**src/rtl/riscv_pkg.sv**
```systemverilog
// Shared RV32I definitions: XLEN, major opcodes, immediate formats and
// per-opcode operand/destination usage.
package riscv_pkg;

    localparam int XLEN  = 32;
    localparam int NREGS = 32;

    localparam logic [6:0] OPC_LUI      = 7'b0110111;
    localparam logic [6:0] OPC_AUIPC    = 7'b0010111;
    localparam logic [6:0] OPC_JAL      = 7'b1101111;
    localparam logic [6:0] OPC_JALR     = 7'b1100111;
    localparam logic [6:0] OPC_BRANCH   = 7'b1100011;
    localparam logic [6:0] OPC_LOAD     = 7'b0000011;
    localparam logic [6:0] OPC_STORE    = 7'b0100011;
    localparam logic [6:0] OPC_OP_IMM   = 7'b0010011;
    localparam logic [6:0] OPC_OP       = 7'b0110011;
    localparam logic [6:0] OPC_MISC_MEM = 7'b0001111;
    localparam logic [6:0] OPC_SYSTEM   = 7'b1110011;

    typedef enum logic [2:0] {
        IMM_NONE = 3'd0,
        IMM_I    = 3'd1,
        IMM_S    = 3'd2,
        IMM_B    = 3'd3,
        IMM_U    = 3'd4,
        IMM_J    = 3'd5
    } imm_fmt_e;

    // What an opcode does with the register file. writes_rd ignores the
    // rd == x0 case; the stage folds that in separately.
    typedef struct packed {
        logic legal;
        logic rs1_used;
        logic rs2_used;
        logic writes_rd;
    } opc_class_t;

    function automatic imm_fmt_e opcode_imm_fmt(input logic [6:0] opcode);
        imm_fmt_e fmt;
        case (opcode)
            OPC_JALR, OPC_LOAD, OPC_OP_IMM,
            OPC_MISC_MEM, OPC_SYSTEM:        fmt = IMM_I;
            OPC_STORE:                       fmt = IMM_S;
            OPC_BRANCH:                      fmt = IMM_B;
            OPC_LUI, OPC_AUIPC:              fmt = IMM_U;
            OPC_JAL:                         fmt = IMM_J;
            default:                         fmt = IMM_NONE;
        endcase
        return fmt;
    endfunction

    function automatic opc_class_t opcode_class(input logic [6:0] opcode);
        opc_class_t c;
        c = '0;
        case (opcode)
            OPC_LUI, OPC_AUIPC, OPC_JAL: begin
                c.legal     = 1'b1;
                c.writes_rd = 1'b1;
            end
            OPC_JALR, OPC_LOAD, OPC_OP_IMM: begin
                c.legal     = 1'b1;
                c.rs1_used  = 1'b1;
                c.writes_rd = 1'b1;
            end
            OPC_OP: begin
                c.legal     = 1'b1;
                c.rs1_used  = 1'b1;
                c.rs2_used  = 1'b1;
                c.writes_rd = 1'b1;
            end
            OPC_STORE, OPC_BRANCH: begin
                c.legal     = 1'b1;
                c.rs1_used  = 1'b1;
                c.rs2_used  = 1'b1;
            end
            OPC_MISC_MEM, OPC_SYSTEM: begin
                c.legal     = 1'b1;
                c.rs1_used  = 1'b1;
            end
            default: c = '0;
        endcase
        return c;
    endfunction

endpackage

```
**src/rtl/imm_gen.sv**
```systemverilog
// Combinational RV32I immediate generator. Unknown opcodes and R-type
// produce zero; everything else is sign-extended from instr bit 31.
module imm_gen
    import riscv_pkg::*;
(
    input  logic [31:0] instr_i,
    output logic [31:0] imm_o
);

    logic     sign;
    imm_fmt_e fmt;

    assign sign = instr_i[31];
    assign fmt  = opcode_imm_fmt(instr_i[6:0]);

    // Reassemble the immediate bits scattered by each encoding format.
    always_comb begin
        imm_o = '0;
        case (fmt)
            IMM_I: imm_o = {{20{sign}}, instr_i[31:20]};
            IMM_S: imm_o = {{20{sign}}, instr_i[31:25], instr_i[11:7]};
            IMM_B: imm_o = {{19{sign}}, instr_i[31], instr_i[7],
                            instr_i[30:25], instr_i[11:8], 1'b0};
            IMM_U: imm_o = {instr_i[31:12], 12'b0};
            IMM_J: imm_o = {{11{sign}}, instr_i[31], instr_i[19:12],
                            instr_i[20], instr_i[30:21], 1'b0};
            default: imm_o = '0;
        endcase
    end

endmodule

```
**src/rtl/decode_stage.sv**
```systemverilog
// RV32I decode / operand-fetch stage. Register file addresses come straight
// off instr_i; a busy bit per register holds back any instruction that would
// read or overwrite a register still waiting on its writeback.
module decode_stage
    import riscv_pkg::*;
(
    input  logic        clk,
    input  logic        reset_n,

    input  logic        instr_valid_i,
    input  logic [31:0] instr_i,
    input  logic [31:0] pc_i,
    output logic        instr_ready_o,

    output logic [4:0]  rs1_addr_o,
    output logic [4:0]  rs2_addr_o,
    input  logic [31:0] rs1_i,
    input  logic [31:0] rs2_i,

    input  logic        wb_valid_i,
    input  logic [4:0]  wb_addr_i,

    input  logic        flush_i,

    output logic        ex_valid_o,
    input  logic        ex_ready_i,
    output logic [31:0] ex_pc_o,
    output logic [31:0] ex_rs1_o,
    output logic [31:0] ex_rs2_o,
    output logic [31:0] ex_imm_o,
    output logic [4:0]  ex_rd_o,
    output logic [6:0]  ex_opcode_o,
    output logic [2:0]  ex_funct3_o,
    output logic        ex_funct7b5_o,
    output logic        ex_rd_we_o,
    output logic        ex_illegal_o
);

    // ------------------------------------------------------------------
    // Decode of the incoming instruction
    // ------------------------------------------------------------------
    logic [6:0]      dec_opcode;
    logic [4:0]      dec_rd;
    logic [4:0]      dec_rs1;
    logic [4:0]      dec_rs2;
    logic [2:0]      dec_funct3;
    logic            dec_funct7b5;
    logic [XLEN-1:0] dec_imm;
    opc_class_t      dec_class;
    logic            dec_rd_we;

    assign dec_opcode   = instr_i[6:0];
    assign dec_rd       = instr_i[11:7];
    assign dec_funct3   = instr_i[14:12];
    assign dec_rs1      = instr_i[19:15];
    assign dec_rs2      = instr_i[24:20];
    assign dec_funct7b5 = instr_i[30];
    assign dec_class    = opcode_class(dec_opcode);
    assign dec_rd_we    = dec_class.writes_rd & (dec_rd != 5'd0);

    assign rs1_addr_o = dec_rs1;
    assign rs2_addr_o = dec_rs2;

    imm_gen u_imm_gen (
        .instr_i (instr_i),
        .imm_o   (dec_imm)
    );

    // ------------------------------------------------------------------
    // Scoreboard and handshake
    // ------------------------------------------------------------------
    logic [NREGS-1:0] busy_q;
    logic [NREGS-1:0] busy_d;
    logic [NREGS-1:0] busy_set;
    logic [NREGS-1:0] busy_clr;

    logic ex_valid_q;
    logic ex_rd_we_q;
    logic [4:0] ex_rd_q;

    logic stall;
    logic accept;

    // x0 is never written, so its bit can never be busy.
    assign busy_set[0] = 1'b0;
    assign busy_clr[0] = 1'b0;

    // Per-register set on issue; clear on writeback or when the flushed
    // instruction that claimed the register is dropped.
    generate
        for (genvar gi = 1; gi < NREGS; gi++) begin : g_busy
            assign busy_set[gi] = accept & dec_rd_we & (dec_rd == 5'(gi));
            assign busy_clr[gi] = (wb_valid_i & (wb_addr_i == 5'(gi)))
                                | (flush_i & ex_valid_q & ex_rd_we_q
                                   & (ex_rd_q == 5'(gi)));
        end
    endgenerate

    // Hazard check and acceptance; set takes priority over clear.
    always_comb begin
        stall = (dec_class.rs1_used & busy_q[dec_rs1])
              | (dec_class.rs2_used & busy_q[dec_rs2])
              | (dec_rd_we          & busy_q[dec_rd]);
        instr_ready_o = ~flush_i & ~stall & (~ex_valid_q | ex_ready_i);
        accept        = instr_valid_i & instr_ready_o;
        busy_d        = busy_set | (busy_q & ~busy_clr);
        busy_d[0]     = 1'b0;
    end

    // Scoreboard state.
    always_ff @(posedge clk or negedge reset_n) begin
        if (!reset_n) begin
            busy_q <= '0;
        end else begin
            busy_q <= busy_d;
        end
    end

    // ------------------------------------------------------------------
    // Output pipeline register
    // ------------------------------------------------------------------
    logic        ex_valid_d;
    logic [31:0] ex_pc_q,  ex_pc_d;
    logic [31:0] ex_rs1_q, ex_rs1_d;
    logic [31:0] ex_rs2_q, ex_rs2_d;
    logic [31:0] ex_imm_q, ex_imm_d;
    logic [4:0]  ex_rd_d;
    logic [6:0]  ex_opcode_q, ex_opcode_d;
    logic [2:0]  ex_funct3_q, ex_funct3_d;
    logic        ex_funct7b5_q, ex_funct7b5_d;
    logic        ex_rd_we_d;
    logic        ex_illegal_q, ex_illegal_d;

    // Load on accept, drop on consume or flush, otherwise hold so execute
    // sees stable fields while it back-pressures.
    always_comb begin
        ex_valid_d    = ex_valid_q;
        ex_pc_d       = ex_pc_q;
        ex_rs1_d      = ex_rs1_q;
        ex_rs2_d      = ex_rs2_q;
        ex_imm_d      = ex_imm_q;
        ex_rd_d       = ex_rd_q;
        ex_opcode_d   = ex_opcode_q;
        ex_funct3_d   = ex_funct3_q;
        ex_funct7b5_d = ex_funct7b5_q;
        ex_rd_we_d    = ex_rd_we_q;
        ex_illegal_d  = ex_illegal_q;

        if (flush_i) begin
            ex_valid_d = 1'b0;
        end else if (accept) begin
            ex_valid_d    = 1'b1;
            ex_pc_d       = pc_i;
            ex_rs1_d      = rs1_i;
            ex_rs2_d      = rs2_i;
            ex_imm_d      = dec_imm;
            ex_rd_d       = dec_rd;
            ex_opcode_d   = dec_opcode;
            ex_funct3_d   = dec_funct3;
            ex_funct7b5_d = dec_funct7b5;
            ex_rd_we_d    = dec_rd_we;
            ex_illegal_d  = ~dec_class.legal;
        end else if (ex_ready_i) begin
            ex_valid_d = 1'b0;
        end
    end

    // Output register state.
    always_ff @(posedge clk or negedge reset_n) begin
        if (!reset_n) begin
            ex_valid_q    <= 1'b0;
            ex_pc_q       <= '0;
            ex_rs1_q      <= '0;
            ex_rs2_q      <= '0;
            ex_imm_q      <= '0;
            ex_rd_q       <= '0;
            ex_opcode_q   <= '0;
            ex_funct3_q   <= '0;
            ex_funct7b5_q <= 1'b0;
            ex_rd_we_q    <= 1'b0;
            ex_illegal_q  <= 1'b0;
        end else begin
            ex_valid_q    <= ex_valid_d;
            ex_pc_q       <= ex_pc_d;
            ex_rs1_q      <= ex_rs1_d;
            ex_rs2_q      <= ex_rs2_d;
            ex_imm_q      <= ex_imm_d;
            ex_rd_q       <= ex_rd_d;
            ex_opcode_q   <= ex_opcode_d;
            ex_funct3_q   <= ex_funct3_d;
            ex_funct7b5_q <= ex_funct7b5_d;
            ex_rd_we_q    <= ex_rd_we_d;
            ex_illegal_q  <= ex_illegal_d;
        end
    end

    assign ex_valid_o    = ex_valid_q;
    assign ex_pc_o       = ex_pc_q;
    assign ex_rs1_o      = ex_rs1_q;
    assign ex_rs2_o      = ex_rs2_q;
    assign ex_imm_o      = ex_imm_q;
    assign ex_rd_o       = ex_rd_q;
    assign ex_opcode_o   = ex_opcode_q;
    assign ex_funct3_o   = ex_funct3_q;
    assign ex_funct7b5_o = ex_funct7b5_q;
    assign ex_rd_we_o    = ex_rd_we_q;
    assign ex_illegal_o  = ex_illegal_q;

endmodule

```
**config.mk**
```make
export PLATFORM = sky130hd
export DESIGN_NAME = decode_stage
export DESIGN_NICKNAME = d
export VERILOG_FILES = /design/src/rtl/riscv_pkg.sv /design/src/rtl/imm_gen.sv /design/src/rtl/decode_stage.sv
export SDC_FILE = /design/constraint.sdc
export NUM_CORES = 1
export LEC_CHECK = 0
export ABC_AREA = 1
export CORE_MARGIN = 2
export CORE_UTILIZATION = 45
export DETAILED_ROUTE_END_ITERATION = 10
export PLACE_DENSITY = 0.88
export SLEW_MARGIN = 40
export SYNTH_ARGS = -nofsm -noshare
export SYNTH_HDL_FRONTEND = slang
export SYNTH_HIERARCHICAL = 1
export SYNTH_SLANG_ARGS = --single-unit
export TNS_END_PERCENT = 5
```
**constraint.sdc**
```tcl
create_clock -name clk -period 2.28 [get_ports clk]
set_input_delay 0.228 -clock clk [delete_from_list [all_inputs] [get_ports clk]]
set_output_delay 0.228 -clock clk [all_outputs]
set_load 0.05 [all_outputs]
```
; ---- Word-level counts from Yosys, hierarchy flattened
; Index checks and enable logic that the tools add are counted.
[totals]
ff_bits = 178
latchBits = 0
ram_bits = 0
rom_bits = 0
input_bits = 139
out_inout_bits = 158
word_cells = 292
mem_count = 0
[op_classes]
n_addsub = 0
n_mul = 0
div_mod_pow = 0
magnitude_cmp = 3
eq_ne = 109
shifts = 0
mux = 15
bitwise = 144
reduce_logical = 9
[ops]
columns = op, count
row1 = 5-bit == test (second input constant), 48
row2 = 32-bit case mux with 5 select lines, 1
row3 = 5-bit by 4-bit == test with 1-bit output (second input constant), 24
row4 = 1-bit AND, 103
row5 = 5-bit by 3-bit == test with 1-bit output (second input constant), 12
row6 = 1-bit bitwise OR, 34
row7 = 32-bit AND, 1
row8 = 32-bit inverter, 1
row9 = 32-bit bitwise OR, 1
row10 = 5-bit by 2-bit == test with 1-bit output (second input constant), 6
row11 = 7-bit == test (second input constant), 4
row12 = 7-bit by 6-bit == test with 1-bit output (second input constant), 3
row13 = 5-bit by 6-bit less-than comparator with 1-bit output (second input constant), 3
row14 = 1-bit binary-select mux with 5-bit select, 3
row15 = 5-bit by 1-bit == test with 1-bit output (second input constant), 3
row16 = 3-bit case mux with 5 select lines, 1
row17 = 7-bit by 5-bit == test with 1-bit output (second input constant), 2
row18 = 11-bit OR reduction, 1
row19 = 1-bit two-way mux, 10
row20 = 8-bit OR reduction, 1
row21 = 7-bit by 2-bit == test with 1-bit output (second input constant), 1
row22 = 7-bit by 4-bit == test with 1-bit output (second input constant), 1
row23 = 7-bit OR reduction, 1
row24 = 3-bit by 2-bit == test with 1-bit output (second input constant), 2
row25 = 9 further kinds, 13

; ---- Depth between registers and ports, before layout
[logic_depth]
word_depth = 13
depth_mapped = 17
mapped_depth_nobuf = 14

; ---- By module
; Netlist, hierarchy kept.
[modules_own_cells]
columns = mod, instances, cells_each, area_each_um2
row1 = decode_stage, 1, 1183, 8966.1
row2 = imm_gen, 1, 219, 991.0

; ---- Worst setup path after synthesis
; OpenSTA, ideal clock, no wires.
[synth_timing]
path_kind = input port to flip-flop
start = input port instr_i[20]
end = register busy_q[22]
setup_ps = 119
t_arrival_ps = 1694
t_required_ps = 2161
path_slack_ps = 468
stages = 14
path_buffers = 4
path_cell_list = buf_2 -> buf_2 -> a21oi_1 -> o21ai_1 -> o21ai_1 -> nand2_1 -> a21oi_1 -> nor2_1 -> nor2_1 -> nor2_4 -> buf_6 -> buf_4 -> nand4_1 -> nand2_1
[synth_between]
elab_chain_len = 12
[synth_lines]
columns = item, line
row1 = "start, declared", decode_stage.sv:11  ; input logic [31:0] instr_i,
row2 = 1-bit binary-select mux with 5-bit select, decode_stage.sv:102  ; | (dec_class.rs2_used & busy_q[dec_rs2])
row3 = 1-bit two-way mux (implied by the code), decode_stage.sv:102
row4 = 1-bit AND, decode_stage.sv:102
row5 = 1-bit bitwise OR, decode_stage.sv:102
row6 = 1-bit bitwise OR, decode_stage.sv:103  ; | (dec_rd_we & busy_q[dec_rd]);
row7 = 1-bit inverter, decode_stage.sv:104  ; instr_ready_o = ~flush_i & ~stall & (~ex_valid_q | ex_ready_i);
row8 = 1-bit AND (2 in series), decode_stage.sv:104
row9 = named net instr_ready_o, decode_stage.sv:13  ; output logic instr_ready_o,
row10 = 1-bit AND, decode_stage.sv:105  ; accept = instr_valid_i & instr_ready_o;
row11 = 1-bit AND (2 in series), decode_stage.sv:92  ; assign busy_set[gi] = accept & dec_rd_we & (dec_rd == 5'(gi));
row12 = 32-bit bitwise OR, decode_stage.sv:106  ; busy_d = busy_set | (busy_q & ~busy_clr);
row13 = named net busy_d[22], decode_stage.sv:73  ; logic [NREGS-1:0] busy_d;
row14 = "end signal, assigned", decode_stage.sv:115  ; busy_q <= busy_d;
row15 = "end, declared", decode_stage.sv:72  ; logic [NREGS-1:0] busy_q;
; The timed path passes the listed nets, and every way through them passes these cells. The select of a mux whose other input is x is not followed.
; A chain may end at the register's enable or synchronous reset.

; ---- Worst setup path in the final report
[layout_timing]
start = register busy_q[3]
end = output port instr_ready_o
[layout_between]
elab_chain_len = 8
word_cells_on_any_way = 14
classes_between = mux (6) / bitwise (8)
[layout_lines]
columns = item, line
row1 = "1-bit binary-select mux with 5-bit select, on equally long branches", "decode_stage.sv:101, decode_stage.sv:102"
row2 = "1-bit two-way mux, on equally long branches", "decode_stage.sv:101, decode_stage.sv:102"
row3 = "1-bit AND, on equally long branches", "decode_stage.sv:101, decode_stage.sv:102"
row4 = 1-bit bitwise OR, decode_stage.sv:102
row5 = 1-bit bitwise OR *, decode_stage.sv:103
row6 = 1-bit inverter *, decode_stage.sv:104
row7 = 1-bit AND * (2 in series), decode_stage.sv:104
row8 = "end, declared", decode_stage.sv:13
; Every way passes the cells marked *; elsewhere a longest branch is shown, timed or not. The select of a mux whose other input is x is not followed.

==> results.tsv <==
metric	value	unit
outcome	completed	
period_share	98.5	%
synth-seq-area-share	44.7	%
fmax	0.445	GHz
final_cell_area	14400	sq um
cts_tree	done	
worst_pin_slew	634	ps
min-delay-start	instr_valid_i	
rsz0062_at_grt	true	
cts_inserted_buffers	17	
tns	0	ps
die_h	153	um
r2r-end	ex_pc_o[22]	
viasPerCell	5.34	
leakage	0.00725	uW
dp.cells	1966	
place_congestion	0.974	
io_buffer_count	296	
routedWlPerCell	17.1	um
clk_pin_slew	80	ps
drive_gt1_share	10.6	%
rr_worst_depth	14	
clock_sinks	178	
grt_max_degree	63	
crit_fanout	3	
whs_path_depth	3	
clkLatencyLatePin	440	ps
fp-row-count	54	
yosysWarningCount	6	
firstDrtPassIters	5	
grt_util_met3	6.77	%
synth_edf_count	0	
grt-ovfl-total	0	
grtUsageMet2	47.0	%
fp.dieW	153	um
async_flop_share	100	%
syn_area	9960	sq um
top_usage_layer	met2	
crit_arrival	2020	ps
synthCells	1402	
setup_violations	0	
drt-initial-drc-count	1052	
drv_slew	0	
root_buffer	clkbuf_16	
finClkSkew	11.4	ps
grt.total_usage	29.7	%
hold_violations	0	
htreeDepth	4	
ant_nets	0	
grt_pass1_vias	10410	
wirelength	34400	um
diodes	0	
irDropWorstVdd	561	uV
max-cap-violations	0	
clk_path_buf_depth	2	
critPathKind	flop to output port	
ys.flop_type	dfrtp_1	
drc_errors	0	
rrSetupSlack	100	ps
coreArea	21800	sq um
synth_area_per_cell	7.10	sq um
min_to	ex_rs1_o[11]	
r2r_start	busy_q[3]	
period_needed	2250	ps
syn_nets	1541	
layout.cells.non_filler	2011	
globalRouteMet1Util	39.5	%
hpwl	25200	um
slew_headroom	57.6	%
ys_ff_latch	178	
synthDistinctLibCells	32	
num_vias	10741	
whs	249	ps
placed_cell_area	13600	sq um
cp.required	2050	ps
start_util	45.8	%
fp.dieArea	23300	sq um
crit_path_end_kind	output port	
total_power	10800	uW
syn_to_final_growth	44.1	%
grt_pass1_wl	55700	um
crit_path_start_kind	flop	
power_density	755	nW/um^2
finalNetCount	1857	
hold_class	primary input to flop	
num_io_pins	297	
antenna_found_initial	0	
## critical path, stage by stage, from the launching register on
cell and delay, ps:
dfrtp_1 450, inv_2 70, a21oi_1 120, o21ai_0 120, nand3_1 100, nand3b_1 90, nand3b_1 110, nand2_2 70
nor2_4 110, nor2_4 60, buf_12 130, buf_12 140
## state kept, by name (all words and copies together) (netlist names)
register       count
ex_funct7b5_o      1
ex_rs1_o          32
ex_imm_o          32
ex_rd_we_o         1
ex_pc_o           32
ex_opcode_o        7
ex_illegal_o       1
ex_funct3_o        3
busy_q            31
ex_rd_o            5
ex_valid_o         1
ex_rs2_o          32
## worst max path at each step
stage                           start             to  slack (ps)  cells past startpoint
after floorplan           instr_i[20]     busy_q[22]         470                     14
after global placement    instr_i[15]    ex_pc_o[22]        -210                     15
after detailed placement  instr_i[15]    ex_pc_o[22]        -240                     15
after CTS                   busy_q[2]  instr_ready_o          20                     10
after global routing        busy_q[9]  instr_ready_o         -60                     11
final                       busy_q[3]  instr_ready_o          30                     11
## power by group
part	internal (uW)	total (uW)	switching, uW	leakage [uW]
sequential	3590	3880	294	0.00227
combinational	1370	3980	2610	0.00470
clock	1500	2970	1470	0.000289
total	6460	10800	4370	0.00725
## placed cells by master (no fill, tap or decap), drive strengths merged, types with 2 or more instances in the layout
master           n
a221o            9
buf            109
nand4           20
inv             86
o211ai           2
nand2          568
nand3b           2
clkbuf          19
a22oi           15
nor2           115
a21oi           15
dfrtp          178
clkdlybuf4s50  278
clkinv          11
dlymetal6s2s     4
o21ai           33
nor4             4
nand3          250
nor3             5
## metrics by stage
stage / util (%) / setup WS [ps]
final: 66.0 / 34.2
after global routing: 66.0 / -57.6
after CTS: 65.5 / 19.4
after detailed placement: 62.4 / -236
after global placement: 62.4 / -211
after floorplan: - / 468
## cell type report
cell class | count | area [sq um]
Fill cell | 1830 | 7410
Clock buffer | 18 | 439
Tap cell | 280 | 350
Multi-Input combinational cell | 1043 | 4600
Sequential cell | 178 | 4470
Clock inverter | 14 | 164
Timing Repair Buffer | 394 | 4020
Inverter | 84 | 318
## synth_stat cells (9+ instances only)
cell type	n	area [sq um]
buf_2	30	150
nand3_1	248	1240
a22oi_1	15	113
inv_1	80	300
a21oi_1	15	75.1
o21ai_0	22	110
clkbuf_1	23	86.3
dfrtp_1	178	4450
nand2_1	564	2120
nand4_1	20	125
nor2_1	110	413
a221o_1	9	90.1
buf_6	19	214
buf_4	22	165
o21ai_1	11	55.1
## cell families after synthesis
| family | synth area share [%] |
|---|---|
| flops | 44.7 |
| compound gates | 4.88 |
| simple gates | 40.9 |
| buf+inv | 9.46 |
## repair_timing
| item | CTS | global route |
|---|---|---|
| pin swaps | 1 | 6 |
| cloned | 0 | 1 |
| gates resized for setup | 13 | 25 |
| hold buffers | 1 | 0 |
| endpoints found under the hold margin | 59 | 0 |
| setup endpoints to repair | 1 | 38 |
| buffers inserted | 7 | 4 |
## metal layers
layer  vias up  part of all wire, %
li1       5125                    -
met3        99                  9.1
met5         -                    0
met1      4963                   41
met4         0                  3.9
met2       554                   46
(Power assumes the default switching activity.)
